[config.mk]
export PLATFORM = sky130hd
export DESIGN_NAME = serial_magnitude_comparator
export DESIGN_NICKNAME = d
export VERILOG_FILES = /design/src/rtl/cmp_pkg.sv /design/src/rtl/cmp_bit_deser.sv /design/src/rtl/serial_magnitude_comparator.sv
export SDC_FILE = /design/constraint.sdc
export NUM_CORES = 1
export LEC_CHECK = 0
export BUFFER_PORTS_ARGS = -buffer_cell sky130_fd_sc_hd__buf_2
export CORE_MARGIN = 5
export CORE_UTILIZATION = 48
export DETAILED_ROUTE_END_ITERATION = 8
export PLACE_DENSITY = 0.81
export SYNTH_ARGS = -nofsm -noshare
export SYNTH_HDL_FRONTEND = slang
export SYNTH_SLANG_ARGS = --single-unit
[constraint.sdc]
create_clock -name clk -period 1.55 [get_ports clk]
set_input_delay 0.155 -clock clk [delete_from_list [all_inputs] [get_ports clk]]
set_output_delay 0.155 -clock clk [all_outputs]
set_load 0.005 [all_outputs]
[src/rtl/cmp_pkg.sv]
// Shared types and constants for the bit-serial magnitude comparator.
// Flag vector layout and the flag derivation from the decide state.
package cmp_pkg;

    typedef enum logic [1:0] {
        IDLE  = 2'd0,
        SHIFT = 2'd1,
        DONE  = 2'd2
    } state_e;

    localparam int FLAG_W = 6;

    localparam int EQ  = 0;
    localparam int NEQ = 1;
    localparam int GT  = 2;
    localparam int LT  = 3;
    localparam int GE  = 4;
    localparam int LE  = 5;

    function automatic logic [FLAG_W-1:0] cmp_flags(
        input logic decided,
        input logic gt_r
    );
        logic [FLAG_W-1:0] f;
        f      = '0;
        f[EQ]  = !decided;
        f[NEQ] = decided;
        f[GT]  = decided & gt_r;
        f[LT]  = decided & !gt_r;
        f[GE]  = f[GT] | f[EQ];
        f[LE]  = f[LT] | f[EQ];
        return f;
    endfunction

endpackage

[src/rtl/cmp_bit_deser.sv]
// MSB-first shift-in register rebuilding one parallel operand.
// Synchronous clear takes priority over the shift enable.
module cmp_bit_deser #(
    parameter int WIDTH = 4
) (
    input  logic             clk,
    input  logic             rst,
    input  logic             clr_i,
    input  logic             en_i,
    input  logic             bit_i,
    output logic [WIDTH-1:0] par_o
);

    logic [WIDTH-1:0] par_q;

    always_ff @(posedge clk) begin
        if (rst || clr_i) begin
            par_q <= '0;
        end else if (en_i) begin
            par_q <= {par_q[WIDTH-2:0], bit_i};
        end
    end

    assign par_o = par_q;

endmodule

[src/rtl/serial_magnitude_comparator.sv]
// Bit-serial comparator: MSB-first operands in, six relational flags out.
// The first differing bit decides the ordering; later bits only shift in.
module serial_magnitude_comparator
    import cmp_pkg::*;
#(
    parameter int WIDTH = 4,
    parameter int CNT_W = $clog2(WIDTH)
) (
    input  logic             clk,
    input  logic             rst,
    input  logic             start,
    input  logic             bit_valid,
    input  logic             a_bit,
    input  logic             b_bit,
    output logic             busy,
    output logic             done,
    output logic             result_valid,
    output logic             eq,
    output logic             neq,
    output logic             gt,
    output logic             lt,
    output logic             ge,
    output logic             le,
    output logic [WIDTH-1:0] a_par,
    output logic [WIDTH-1:0] b_par
);

    state_e            state_q, state_d;
    logic [CNT_W-1:0]  cnt_q;
    logic              decided_q;
    logic              gt_q;
    logic              rvalid_q;
    logic [FLAG_W-1:0] flags_q;
    logic              accept;
    logic              shift_en;
    logic              last_bit;

    assign last_bit = (cnt_q == CNT_W'(WIDTH - 1));

    always_ff @(posedge clk) begin
        if (rst) begin
            state_q <= IDLE;
        end else begin
            state_q <= state_d;
        end
    end

    always_comb begin
        state_d = state_q;
        unique case (state_q)
            IDLE:    if (start) state_d = SHIFT;
            SHIFT:   if (bit_valid && last_bit) state_d = DONE;
            DONE:    state_d = IDLE;
            default: state_d = IDLE;
        endcase
    end

    always_comb begin
        accept   = (state_q == IDLE) && start;
        shift_en = (state_q == SHIFT) && bit_valid;
        busy     = (state_q != IDLE);
        done     = (state_q == DONE);
    end

    // Clearing on accept drops the previous result in the start cycle.
    always_ff @(posedge clk) begin
        if (rst || accept) begin
            cnt_q     <= '0;
            decided_q <= 1'b0;
            gt_q      <= 1'b0;
            rvalid_q  <= 1'b0;
            flags_q   <= '0;
        end else if (shift_en) begin
            cnt_q <= cnt_q + 1'b1;
            if (!decided_q && (a_bit != b_bit)) begin
                decided_q <= 1'b1;
                gt_q      <= a_bit;
            end
        end else if (done) begin
            rvalid_q <= 1'b1;
            flags_q  <= cmp_flags(decided_q, gt_q);
        end
    end

    cmp_bit_deser #(.WIDTH(WIDTH)) u_deser_a (
        .clk   (clk),
        .rst   (rst),
        .clr_i (accept),
        .en_i  (shift_en),
        .bit_i (a_bit),
        .par_o (a_par)
    );

    cmp_bit_deser #(.WIDTH(WIDTH)) u_deser_b (
        .clk   (clk),
        .rst   (rst),
        .clr_i (accept),
        .en_i  (shift_en),
        .bit_i (b_bit),
        .par_o (b_par)
    );

    assign result_valid = rvalid_q;
    assign eq           = flags_q[EQ];
    assign neq          = flags_q[NEQ];
    assign gt           = flags_q[GT];
    assign lt           = flags_q[LT];
    assign ge           = flags_q[GE];
    assign le           = flags_q[LE];

endmodule

Word-level counts from Yosys, hierarchy flattened:

Index checks and enable logic that the tools add are counted.

* bits in latches: 0
* input bits: 6
* output and inout port bits: 17
* memories kept: 0
* ROM bits: 0
* word-level logic and storage cells: 35
* register bits: 21
* memory bits (writable): 0

* reduce and logical (&&, ||, !) cells: 12
* bitwise gates (word level): 5
* mux-type cells: 3
* div/mod/pow operators: 0
* multiply operators: 0
* $lt $le $gt $ge: 0
* $add $sub $neg: 1
* shifts and indexed selects: 0
* equality and inequality tests: 6

Operators by type and width (number)
* AND reduction 2 bit: 3
* == test 2 bit, second input constant: 2
* logical AND 1 bit: 4
* two-way mux 2 bit: 2
* inequality test 2 bit, second input constant: 2
* one-hot mux 2 bit (2 select lines): 1
* adder 2 x 1 -> 2 bit, second input constant: 1
* AND 1 bit: 2
* == test 2 x 1 -> 1 bit, second input constant: 1
* zero test 1 bit: 2
* zero test 2 bit: 1
* OR 1 bit: 2
* nonzero test 2 bit: 1
* logical OR 1 bit: 1
* inequality test 1 bit: 1
* NOT 1 bit: 1

Depth between registers and ports, before layout:

* depth in word-level cells: 4
* depth in mapped cells: 5
* gate-level depth less buffers: 4

Modules after synthesis:

Synthesis repeated with hierarchy kept, for this count alone.

* cells, all modules: 83
* area, all modules: 809.5 µm²

Modules (own cells, without submodules)
* serial_magnitude_comparator: area each 519.2 µm², cells each 57, sequential area each 260.2 µm², instances 1
* cmp_bit_deser: area each 145.1 µm², cells each 13, sequential area each 80.1 µm², instances 2

Worst setup path before layout:

Ideal clock, no wire load.

* path kind: register to register
* start point: reg state_q[1]
* end point: reg flags_q[5]
* buffers on the path: 0
* setup time: 0.115 ns
* slack: 0.420 ns
* required time: 1.435 ns
* arrival: 1.014 ns
* clock period less this slack: 1.130 ns
* stages on the path, launching flop included: 5
* path through: dfxtp_1 or2b_2 clkinv_4 nand3_1 nor3b_1

* elaborated cells on any way between the ends: 8
* those cells by class: 2 x eq/ne; 1 x bitwise; 5 x reduce/logical

RTL lines
* from (decl): line serial_magnitude_comparator.sv:28 `state_e state_q, state_d;`
* from (signal assigned): line serial_magnitude_comparator.sv:44 `state_q <= state_d;`
* == test 2 bit: line serial_magnitude_comparator.sv:62 `done = (state_q == DONE);`
* via done: line serial_magnitude_comparator.sv:16 `output logic done,`
* AND reduction 2 bit (no source line)
* to (signal assigned): line serial_magnitude_comparator.sv:81 `flags_q <= cmp_flags(decided_q, gt_q);`
* to (decl): line serial_magnitude_comparator.sv:33 `logic [FLAG_W-1:0] flags_q;`

The timed path passes the listed nets, and every way through them passes these cells.
A chain may end at the register's enable or synchronous reset.

Worst setup path in the final report:

* start point: reg state_q[1]
* end point: out done

* longest elaborated chain between the ends: 1

RTL lines (line)
* == test 2 bit: serial_magnitude_comparator.sv:62
* to (decl): serial_magnitude_comparator.sv:16

Every way passes these cells.

==> metrics.txt <==
status=finished clean; worst path cell trace=or2b_2 -> clkinv_4 -> buf_2; Reg area=about 420 um2; crit-path max FO=8; CP max-delay cell=dfxtp_1; # setup viols final=0; Vias/cell=just over 5; initial antenna violation count=0; setup TNS=0 ps; first-pass GRT wire length=about 2.6 mm; Pins Over Slew Limit=0; Worst Setup End Kind=primary output; Layout Nets=126; Die X=between 50 and 60 um; met3 global-route usage=0.0266; sequential-to-total area share from yosys stat=0.530; r2r worst-path depth=4; most used routing layer=met2; Global Route met2 Usage=0.196; vias in the first global route=a little over 600; cts bufs inserted=3; clock buffer depth=2; WP data arrival=roughly 1300 ps; Post-route DRC=0; Final GP Congestion=~0.73; WP buf/inv=2; Required @ worst endpoint=1390 ps; Synth cell types=24; Max Clk Rate=between 600 and 700 MHz; CTS H-Tree Depth=1; Yosys warning total=0; TritonCTS clock tree=done; Pleak=0.404 nW; pwr dens=between 900 and 1000 nW/um2; Hold Crit Class=primary input to flop; Post-CTS Setup Inserts=0; fill count=138; maximum vdd drop=~0.49 mV; Post-Syn Nets=99; synthesized area=approximately 800 um2; max incr delay on CP=roughly 440 ps; Detailed Place HPWL=approximately 1.1 mm; Gate Count Post-Synth=92; final wirelength=1.52 mm; flops & latches, synth=21; drt pass-1 iters=4; largest net degree at the start of global routing=13; clock slew at reported path FFs=roughly 110 ps; WL/cell=between 10 and 15 um; grt ovf=0; startpoint types=flop; Cell Rows=14; Yosys top cell by area=dfxtp_1; WHS Path Cells=2; proportion of layout cells with a drive suffix above 1=0.263; CP Class=flop to primary output; most frequent cells in the layout=22 x nand2_1, 22 x buf_2, 21 x dfxtp_1; Hold Vio Cnt, Final=0; Initial DRC Count=12; reg-to-reg setup timing slack=about 280 ps; I/O Buffers=22; Layout Skew=between 2 and 3 ps; RSZ-0062 raised after global routing=no; GRT Resource Usage Total=0.129; Tmin final=between 1000 and 1500 ps; mean post-synth cell area=8.62 um2; measured slew at the worst slew-check pin=between 300 and 400 ps; period utilization=0.948; cts hold-fix bufs=0; Ports=23; met1 GRT Util=0.167; Final Hold Slack=around 41 ps; critical path's top delay family=flip-flops; CP Depth=3; top post-synthesis cells by area=dfxtp_1 53%, nand2_1 10%, a21oi_1 8.2%, nor2_1 4.3%, buf_6 2.8%; Layout area overhead=19.2%; routed vias=between 600 and 700; die area=~2600 um2; # clock sinks=21; Antenna Violating Nets Remaining=0; initial core utilization=0.515; Max Cap Viol=0; core area=between 1500 and 2000 um2; slew margin rel.=0.734; clk_lat worst skew=about 300 ps; Die Ht=around 51 um; post-synth top area share=0.530; Resized Gates After CTS=0; Antenna Cells=0; root buffer cell=clkbuf_4; area of the multi-input gates=325 um2
-- state kept, by name, summed over array words and instances (netlist names) --
signal           count
decided_q            1
u_deser_a.par_o      4
flags_q              6
u_deser_b.par_o      4
cnt_q                2
state_q              2
result_valid         1
gt_q                 1
-- power breakdown --
| part | switching (mW) | leakage [nW] | internal [mW] |
|---|---|---|---|
| sequential | 0.00735 | 0.170 | 0.546 |
| clock | 0.162 | 0.0177 | 0.0964 |
| combinational | 0.0333 | 0.216 | 0.0236 |
-- cell usage after synthesis, drive strengths merged --
cell / count
nor4b: 1
nand3b: 1
inv: 3
and3b: 1
o21ai: 3
a21o: 1
a31oi: 1
nor3b: 1
nand3: 2
nor4bb: 1
a21oi: 13
a211oi: 1
nand4: 1
or2b: 1
xor2: 1
nor3: 2
xnor2: 1
dfxtp: 21
nand2: 22
ha: 1
clkinv: 1
nor2: 9
buf: 3
-- stage by stage --
stage / area (um2) / setup WS [ps] / instances / total power, mW / utilization
2_1_floorplan: 793 / 420 / 92 / 0.602 / -
6_report: 946 / 80.7 / 134 / 0.869 / 0.614
3_3_place_gp: 918 / 353 / 130 / 0.620 / 0.596
3_5_place_dp: 918 / 304 / 130 / 0.622 / 0.596
5_1_grt: 946 / 13.2 / 134 / 0.912 / 0.614
4_1_cts: 946 / 74.8 / 134 / 0.875 / 0.614
-- logic make-up (layout without fill, tap and decap cells) --
family                     count (synthesis)  in the layout  synth area share
adders and majority gates                  1              1            0.0158
and+or+nand+nor                           42             42             0.244
xor gates and xnor gates                   2              2            0.0221
AOI/OAI and AO/OA                         19             19             0.128
DFF                                       21             21             0.530
buffers and inverters                      7             33            0.0599
-- cell type report --
cell class	count	area share
multi-input cells	64	0.344
well taps	16	0.0212
repair buffers	25	0.140
clock inverters	1	0.00529
inverters	4	0.0212
flip-flops and latches	21	0.444
clock buffers	3	0.0238
-- layer usage --
layer	routed length [um]	part of all wire
met1	679	0.45
met3	98	0.064
met5	0	0
met2	712	0.47
met4	30	0.020
-- path summary, 6_finish.rpt --
path,start,endpoint
worst min-delay path,rst,state_q[1]
worst min register to register,flags_q[2],flags_q[2]
worst max-delay path,state_q[1],done
worst max register to register,state_q[0],flags_q[0]
No activity file was read; power rests on OpenSTA's default activity.
